<file path="src/rtl/bp_pkg.sv">
// bp_pkg
// Shared types and constants for the branch-prediction resolve path.
//   bp_entry_t  : one recorded fetch-time prediction
//   BpInstrLen  : fall-through stride of a full-size instruction
//   BpCInstrLen : fall-through stride of a compressed instruction
package bp_pkg;

  localparam int unsigned BpInstrLen  = 4;
  localparam int unsigned BpCInstrLen = 2;

  typedef struct packed {
    logic [31:0] pc;
    logic        taken;
    logic [31:0] target;
    logic        is_cond;
    logic        is_comp;
  } bp_entry_t;

endpackage

</file>
<file path="src/rtl/bp_entry_fifo.sv">
// bp_entry_fifo
// Depth-entry circular FIFO of bp_entry_t records. Pointers carry one extra
// wrap bit so full and empty are distinguishable without a separate counter.
// Ports:
//   clk_i, rst_i : clock, synchronous active-high reset
//   push         : write wr_entry at the tail (ignored while full)
//   wr_entry     : record to write
//   pop          : drop the head (ignored while empty)
//   clear        : discard every entry; wins over push and pop
//   head         : oldest entry (meaningful only when not empty)
//   full, empty  : occupancy flags from registered pointers
//   count        : number of entries held
module bp_entry_fifo
  import bp_pkg::*;
#(
  parameter int unsigned Depth = 4
) (
  input  logic                     clk_i,
  input  logic                     rst_i,
  input  logic                     push,
  input  bp_entry_t                wr_entry,
  input  logic                     pop,
  input  logic                     clear,
  output bp_entry_t                head,
  output logic                     full,
  output logic                     empty,
  output logic [$clog2(Depth):0]   count
);

  localparam int unsigned AddrW = $clog2(Depth);
  localparam int unsigned PtrW  = AddrW + 1;

  logic [PtrW-1:0] wr_ptr;
  logic [PtrW-1:0] rd_ptr;
  bp_entry_t       mem [Depth];

  logic do_push;
  logic do_pop;

  assign empty = (wr_ptr == rd_ptr);
  assign full  = (wr_ptr[AddrW-1:0] == rd_ptr[AddrW-1:0]) &&
                 (wr_ptr[AddrW] != rd_ptr[AddrW]);
  assign count = wr_ptr - rd_ptr;
  assign head  = mem[rd_ptr[AddrW-1:0]];

  assign do_push = push & ~full;
  assign do_pop  = pop & ~empty;

  // Pointer update. Clearing simply collapses both pointers to zero, which
  // also discards any push or pop presented in the same cycle.
  always_ff @(posedge clk_i) begin
    if (rst_i || clear) begin
      wr_ptr <= '0;
      rd_ptr <= '0;
    end else begin
      if (do_push) begin
        wr_ptr <= wr_ptr + PtrW'(1);
      end
      if (do_pop) begin
        rd_ptr <= rd_ptr + PtrW'(1);
      end
    end
  end

  // Storage needs no reset: an entry is only ever read after it was written.
  always_ff @(posedge clk_i) begin
    if (do_push && !clear && !rst_i) begin
      mem[wr_ptr[AddrW-1:0]] <= wr_entry;
    end
  end

endmodule

</file>
<file path="src/rtl/bp_resolve_queue.sv">
// bp_resolve_queue
// Execute-side partner of the gshare predictor. Fetch/ID records each
// control-flow prediction in an in-order queue; when EX resolves the oldest
// control-flow instruction the record is popped, compared against the actual
// outcome, and a predictor update plus (on a miss) a redirect are produced
// one cycle later. Branch and mispredict performance counters are kept here.
// Ports:
//   clk_i, rst_i          : clock, synchronous active-high reset
//   pred_*                : prediction record from fetch/ID (valid/ready)
//   ex_valid_i, ex_pc_i,
//   ex_taken_i, ex_target_i : EX resolution of the oldest branch/jump
//   flush_i               : external flush, empties the queue, highest priority
//   ex_br_*_o             : registered predictor update (conditionals only)
//   mispredict_o          : registered one-cycle redirect pulse
//   redirect_pc_o         : correct next PC while mispredict_o is high, else 0
//   order_err_o           : resolve on empty queue or PC mismatch
//   occupancy_o           : current entry count
//   branch_cnt_o, mispredict_cnt_o : wrapping performance counters
module bp_resolve_queue
  import bp_pkg::*;
#(
  parameter int unsigned Depth    = 4,
  parameter int unsigned CntWidth = 32
) (
  input  logic                   clk_i,
  input  logic                   rst_i,
  input  logic                   pred_valid_i,
  output logic                   pred_ready_o,
  input  logic [31:0]            pred_pc_i,
  input  logic                   pred_taken_i,
  input  logic [31:0]            pred_target_i,
  input  logic                   pred_is_cond_i,
  input  logic                   pred_is_comp_i,
  input  logic                   ex_valid_i,
  input  logic [31:0]            ex_pc_i,
  input  logic                   ex_taken_i,
  input  logic [31:0]            ex_target_i,
  input  logic                   flush_i,
  output logic                   ex_br_valid_o,
  output logic                   ex_br_taken_o,
  output logic [31:0]            ex_br_instr_addr_o,
  output logic                   mispredict_o,
  output logic [31:0]            redirect_pc_o,
  output logic                   order_err_o,
  output logic [$clog2(Depth):0] occupancy_o,
  output logic [CntWidth-1:0]    branch_cnt_o,
  output logic [CntWidth-1:0]    mispredict_cnt_o
);

  bp_entry_t   new_entry;
  bp_entry_t   head;
  logic        fifo_full;
  logic        fifo_empty;
  logic        fifo_push;
  logic        fifo_pop;
  logic        fifo_clear;

  logic        resolve;
  logic        mis;
  logic        order_err;
  logic        br_update;
  logic [31:0] fall_through;
  logic [31:0] redirect_next;

  assign new_entry = '{
    pc:      pred_pc_i,
    taken:   pred_taken_i,
    target:  pred_target_i,
    is_cond: pred_is_cond_i,
    is_comp: pred_is_comp_i
  };

  // Ready depends on the registered pointers only, so a pop in the same
  // cycle never opens a slot for the current offer.
  assign pred_ready_o = ~fifo_full;

  // A resolve that meets a flush is ignored entirely; only a resolve against
  // a non-empty queue actually consumes and compares the head.
  assign resolve = ex_valid_i & ~fifo_empty & ~flush_i;

  // Wrong direction, or right (taken) direction with the wrong target.
  assign mis = resolve &
               ((head.taken != ex_taken_i) |
                (ex_taken_i & head.taken & (head.target != ex_target_i)));

  assign order_err = ex_valid_i & ~flush_i &
                     (fifo_empty | (ex_pc_i != head.pc));

  assign br_update = resolve & head.is_cond;

  assign fall_through  = head.pc + (head.is_comp ? 32'(BpCInstrLen)
                                                 : 32'(BpInstrLen));
  assign redirect_next = ex_taken_i ? ex_target_i : fall_through;

  // A mispredict squashes every younger entry along with any same-cycle
  // enqueue, since those were fetched down the wrong path.
  assign fifo_clear = flush_i | mis;
  assign fifo_push  = pred_valid_i & ~fifo_full & ~fifo_clear;
  assign fifo_pop   = resolve;

  bp_entry_fifo #(
    .Depth (Depth)
  ) u_fifo (
    .clk_i    (clk_i),
    .rst_i    (rst_i),
    .push     (fifo_push),
    .wr_entry (new_entry),
    .pop      (fifo_pop),
    .clear    (fifo_clear),
    .head     (head),
    .full     (fifo_full),
    .empty    (fifo_empty),
    .count    (occupancy_o)
  );

  // Registered resolve outputs. Every field is zeroed when it does not apply
  // so downstream logic can treat non-strobed values as don't-care safely.
  always_ff @(posedge clk_i) begin
    if (rst_i) begin
      ex_br_valid_o      <= 1'b0;
      ex_br_taken_o      <= 1'b0;
      ex_br_instr_addr_o <= '0;
      mispredict_o       <= 1'b0;
      redirect_pc_o      <= '0;
      order_err_o        <= 1'b0;
    end else begin
      ex_br_valid_o      <= br_update;
      ex_br_taken_o      <= br_update & ex_taken_i;
      ex_br_instr_addr_o <= br_update ? head.pc : 32'h0;
      mispredict_o       <= mis;
      redirect_pc_o      <= mis ? redirect_next : 32'h0;
      order_err_o        <= order_err;
    end
  end

  // Performance counters move on the same edge as the registered outputs
  // and wrap naturally at their width.
  always_ff @(posedge clk_i) begin
    if (rst_i) begin
      branch_cnt_o     <= '0;
      mispredict_cnt_o <= '0;
    end else begin
      if (br_update) begin
        branch_cnt_o <= branch_cnt_o + CntWidth'(1);
      end
      if (mis) begin
        mispredict_cnt_o <= mispredict_cnt_o + CntWidth'(1);
      end
    end
  end

endmodule

</file>
<file path="config.mk">
export PLATFORM = sky130hd
export DESIGN_NAME = bp_resolve_queue
export DESIGN_NICKNAME = d
export VERILOG_FILES = /design/src/rtl/bp_pkg.sv /design/src/rtl/bp_entry_fifo.sv /design/src/rtl/bp_resolve_queue.sv
export SDC_FILE = /design/constraint.sdc
export NUM_CORES = 1
export LEC_CHECK = 0
export ABC_AREA = 1
export BUFFER_PORTS_ARGS = -buffer_cell sky130_fd_sc_hd__buf_4
export CORE_MARGIN = 5
export CORE_UTILIZATION = 55
export DETAILED_ROUTE_END_ITERATION = 6
export GPL_TIMING_DRIVEN = 0
export PLACE_DENSITY = 0.88
export SLEW_MARGIN = 40
export SYNTH_ARGS = -nofsm -noshare
export SYNTH_HDL_FRONTEND = slang
export SYNTH_SLANG_ARGS = --single-unit
</file>
<file path="constraint.sdc">
create_clock -name clk_i -period 6.99 [get_ports clk_i]
set_input_delay 0.699 -clock clk_i [delete_from_list [all_inputs] [get_ports clk_i]]
set_output_delay 0.699 -clock clk_i [all_outputs]
set_load 0.05 [all_outputs]
</file>
==> impl_metrics.json <==
{
  "r2r_setup_slack_ns": 2.36,
  "grt_pass1_vias": 15100,
  "status": "finished, final reports clean",
  "cp-start-kind": "flip-flop",
  "final-seq-area_um2": 10900,
  "die_h_um": 192,
  "clk_latency_ns": 0.55,
  "setup_slack_ns": 2.36,
  "tightest_slew_ns": 0.794,
  "max_clock_freq_ghz": 0.216,
  "path_cells": "buf_2 -> buf_2 -> buf_1 -> o21ai_0 -> o22ai_1 -> ha_1 -> inv_1 -> nand2_1 -> nand2_2 -> buf_4 -> nand4_1 -> nor2_4 -> buf_8 -> buf_8",
  "yosys_register_bits": 408,
  "crit_required_ns": 7.23,
  "syn_inst": 1939,
  "grt_max_degree": 19,
  "grt_pass1_wl_um": 84900,
  "wirelength_um": 56000,
  "maxSlewHeadroom_pct": 47.1,
  "fillCellCount": 2366,
  "p_total_uw": 5330,
  "min_period_ns": 4.63,
  "path_buf_inv": 7,
  "synth-edff-count": 268,
  "cts_setup_buffers": 0,
  "slowest_delay_ns": 0.58,
  "finClkSkew_ns": 0.0247,
  "cts_tree": "built",
  "num_vias": 15500,
  "overflow": 0,
  "placed_cells": 2669,
  "reg2reg_depth": 14,
  "clock_sink_count": 408,
  "clk_pin_slew_ns": 0.06,
  "synth-compound-area-share_pct": 4.12,
  "hold_path.class": "input pin to flip-flop",
  "stdcell_count": 2747,
  "r2r-end": "u_fifo.mem[2][24]$_DFFE_PP_",
  "cp_data_arrival_time_ns": 4.88,
  "cp_slowest_cell": "nor2_4",
  "cts-root-buf": "clkbuf_16",
  "postRouteAntennaNets": 0,
  "antenna_found_initial": 0,
  "min-delay-start": "pred_pc_i[3]",
  "cts_buffers": 42,
  "layout-drive-gt1-share_pct": 20.4,
  "dp_hpwl_um": 40300,
  "routedWlPerCell_um": 20.4,
  "synth_top_family_by_area": "simple AND/OR/NAND/NOR gates",
  "pre_cts_ws_ns": 2.46,
  "hold_end": "u_fifo.mem[0][38]$_DFFE_PP_",
  "first_pass_iters": 6,
  "synth_fa_ha_area_share_pct": 1.05,
  "core_region_area_um2": 32500,
  "crit_type": "flip-flop to flip-flop",
  "ioPinCount": 273,
  "critPathCaptureType": "flip-flop",
  "h-tree-depth": 2,
  "area_growth_pct": 24.8,
  "die_x_um": 192,
  "drc_errors": 0,
  "synth_fp_nets": 2090,
  "async_reset_ff_share_pct": 0,
  "hold_depth": 1,
  "yosys_warnings": 0,
  "fin_crit_sh_pct": 66.3,
  "multi_input_area_um2": 6370,
  "synth_flop_cell": "edfxtp_1",
  "track_usage_pct": 30.0,
  "dieArea_um2": 36800,
  "yosys.area_share.simple_pct": 25.9,
  "diodes": 0,
  "synthXorXnorAreaFrac_pct": 3.81,
  "cap_violations": 0,
  "nets": 2422,
  "setup_viol": 0,
  "cts_buffer_depth": 3,
  "cp_max_fo": 16,
  "port_buffers": 272,
  "maxSlewViolCount": 0,
  "syn_area_per_cell_um2": 9.37,
  "rsz0062_at_grt": "false",
  "hold_violations": 0,
  "synthMuxAreaShare_pct": 0,
  "powerDensity_nw_per_um2": 235,
  "routabilityCongestion": 0.951,
  "start_util_pct": 55.8,
  "cts-resized-gates": 0,
  "vias_per_cell": 5.63,
  "postCtsHoldBufs": 0,
  "leakage_uw": 0.00926,
  "netlist_area_um2": 18200,
  "peakVddDrop_mv": 0.235,
  "synth_cell_types": 48,
  "yosysSeqAreaShare_pct": 59.7,
  "drt-initial-drc-count": 1616,
  "rows": 66,
  "crit_family": "buffers and inverters"
}
[cell type report]
class,count,share of cell area (%)
tap,442,2.44
clock buffer,55,5.31
multi-input combinational,1323,28.1
sequential,408,47.9
clock inverter,23,1.32
timing repair buffer,288,10.7
buffer,73,2.04
inverter,135,2.27
[logic make-up (layout without fill, tap and decap cells)]
logic type,after synthesis,after routing
buffers and inverters,208,574
xor gates and xnor gates,79,79
and+or+nand+nor,1090,1090
AOI/OAI and AO/OA,140,140
adders and majority gates,14,14
DFF,408,408
[power by group]
part           switching (uW)  leakage, uW  internal (uW)
combinational             209      0.00496            120
clock                     955     0.000744           1450
sequential               6.88      0.00355           2590
total                    1170      0.00926           4160
[stage by stage]
stage | hold slack, ns | instance area [um^2] | setup TNS [ns] | util, %
floorplan | 0.477 | 18200 | 0 | -
global placement | 0.458 | 20800 | -364.02 | 63.8
detailed placement | 0.457 | 21200 | 0 | 65.1
CTS | 0.338 | 22700 | 0 | 69.7
global route | 0.333 | 22700 | 0 | 69.7
finish | 0.346 | 22700 | 0 | 69.7
[worst max-delay path by stage]
stage               from  slack (ns)                          end  depth (start not counted)
4_1_cts        flip-flop        2.45   u_fifo.mem[2][3]$_DFFE_PP_                         14
6_report       flip-flop        2.36  u_fifo.mem[2][24]$_DFFE_PP_                         14
2_1_floorplan  flip-flop        1.70   u_fifo.mem[0][0]$_DFFE_PP_                         15
5_1_grt        flip-flop        2.11  u_fifo.mem[2][17]$_DFFE_PP_                         14
3_3_place_gp   flip-flop       -1.41  u_fifo.mem[2][14]$_DFFE_PP_                         12
3_5_place_dp   flip-flop        2.46  u_fifo.mem[2][14]$_DFFE_PP_                         14
[per-layer routing]
metal / wire length, um / global-route usage (%) / vias up
li1: - / - / 7127
met1: 20600 / 38.5 / 7137
met2: 26300 / 49.6 / 998
met3: 6260 / 6.23 / 201
met4: 2780 / 12.8 / 0
met5: 0 / 0 / -
[cell usage after synthesis, types with 2 or more instances]
cell	instances	share of area, %
dfxtp_1	140	15
nand2_1	595	12
buf_1	5	0.10
nand4_2	2	0.14
nor2_1	185	3.8
edfxtp_1	268	44
o21ai_0	52	1.4
buf_2	24	0.66
o21ai_1	9	0.25
inv_2	7	0.14
nor3_2	7	0.39
nand3_2	2	0.11
clkbuf_1	16	0.33
nand3b_1	9	0.37
nor3b_1	2	0.083
ha_1	12	0.83
o211ai_1	2	0.083
nor4_1	18	0.62
nor2_2	10	0.34
nor4_2	2	0.14
a31oi_1	4	0.14
nor3_1	37	1.0
a32o_1	2	0.11
o22ai_1	4	0.14
nand4_1	13	0.45
a21oi_1	60	1.7
and2_1	2	0.069
buf_8	2	0.17
nand2_2	17	0.59
xor2_1	54	2.6
buf_6	10	0.62
fa_1	2	0.22
nand3_1	181	5.0
inv_1	127	2.6
a211oi_1	3	0.12
buf_4	16	0.66
xnor2_1	25	1.2
nor2_4	3	0.19
[state kept, by name (all words and copies together) (netlist names), named ones only]
name / cells
u_fifo.mem: 268
u_fifo.rd_ptr: 3
ex_br_taken_o: 1
mispredict_cnt_o: 32
redirect_pc_o: 32
ex_br_instr_addr_o: 32
order_err_o: 1
mispredict_o: 1
u_fifo.wr_ptr: 3
branch_cnt_o: 32
ex_br_valid_o: 1
[cell usage in the layout (no fill, tap or decap), drive strengths merged]
cell type / count
nand2: 612
buf: 345
edfxtp: 268
nor2: 198
nand3: 183
inv: 141
dfxtp: 140
clkbuf: 71
a21oi: 61
o21ai: 61
xor2: 54
nor3: 45
xnor2: 25
nor4: 20
nand4: 15
ha: 12
nand3b: 10
clkinv: 10
bufinv: 6
o22ai: 4
a31oi: 4
a211oi: 3
nor3b: 3
and2: 2
a32o: 2
o211ai: 2
fa: 2
a32oi: 1
and3: 1
o22a: 1
o2111ai: 1
or2: 1
clkinvlp: 1
[worst reg2reg max path, delay by kind of cell, from the launching register on]
family / cells / cell delay, ns
buffers and inverters: 7 / 1.90
and+or+nand+nor: 4 / 1.26
AOI/OAI and AO/OA: 2 / 0.55
DFF: 1 / 0.34
adders and majority gates: 1 / 0.30
(Power assumes the default switching activity.)
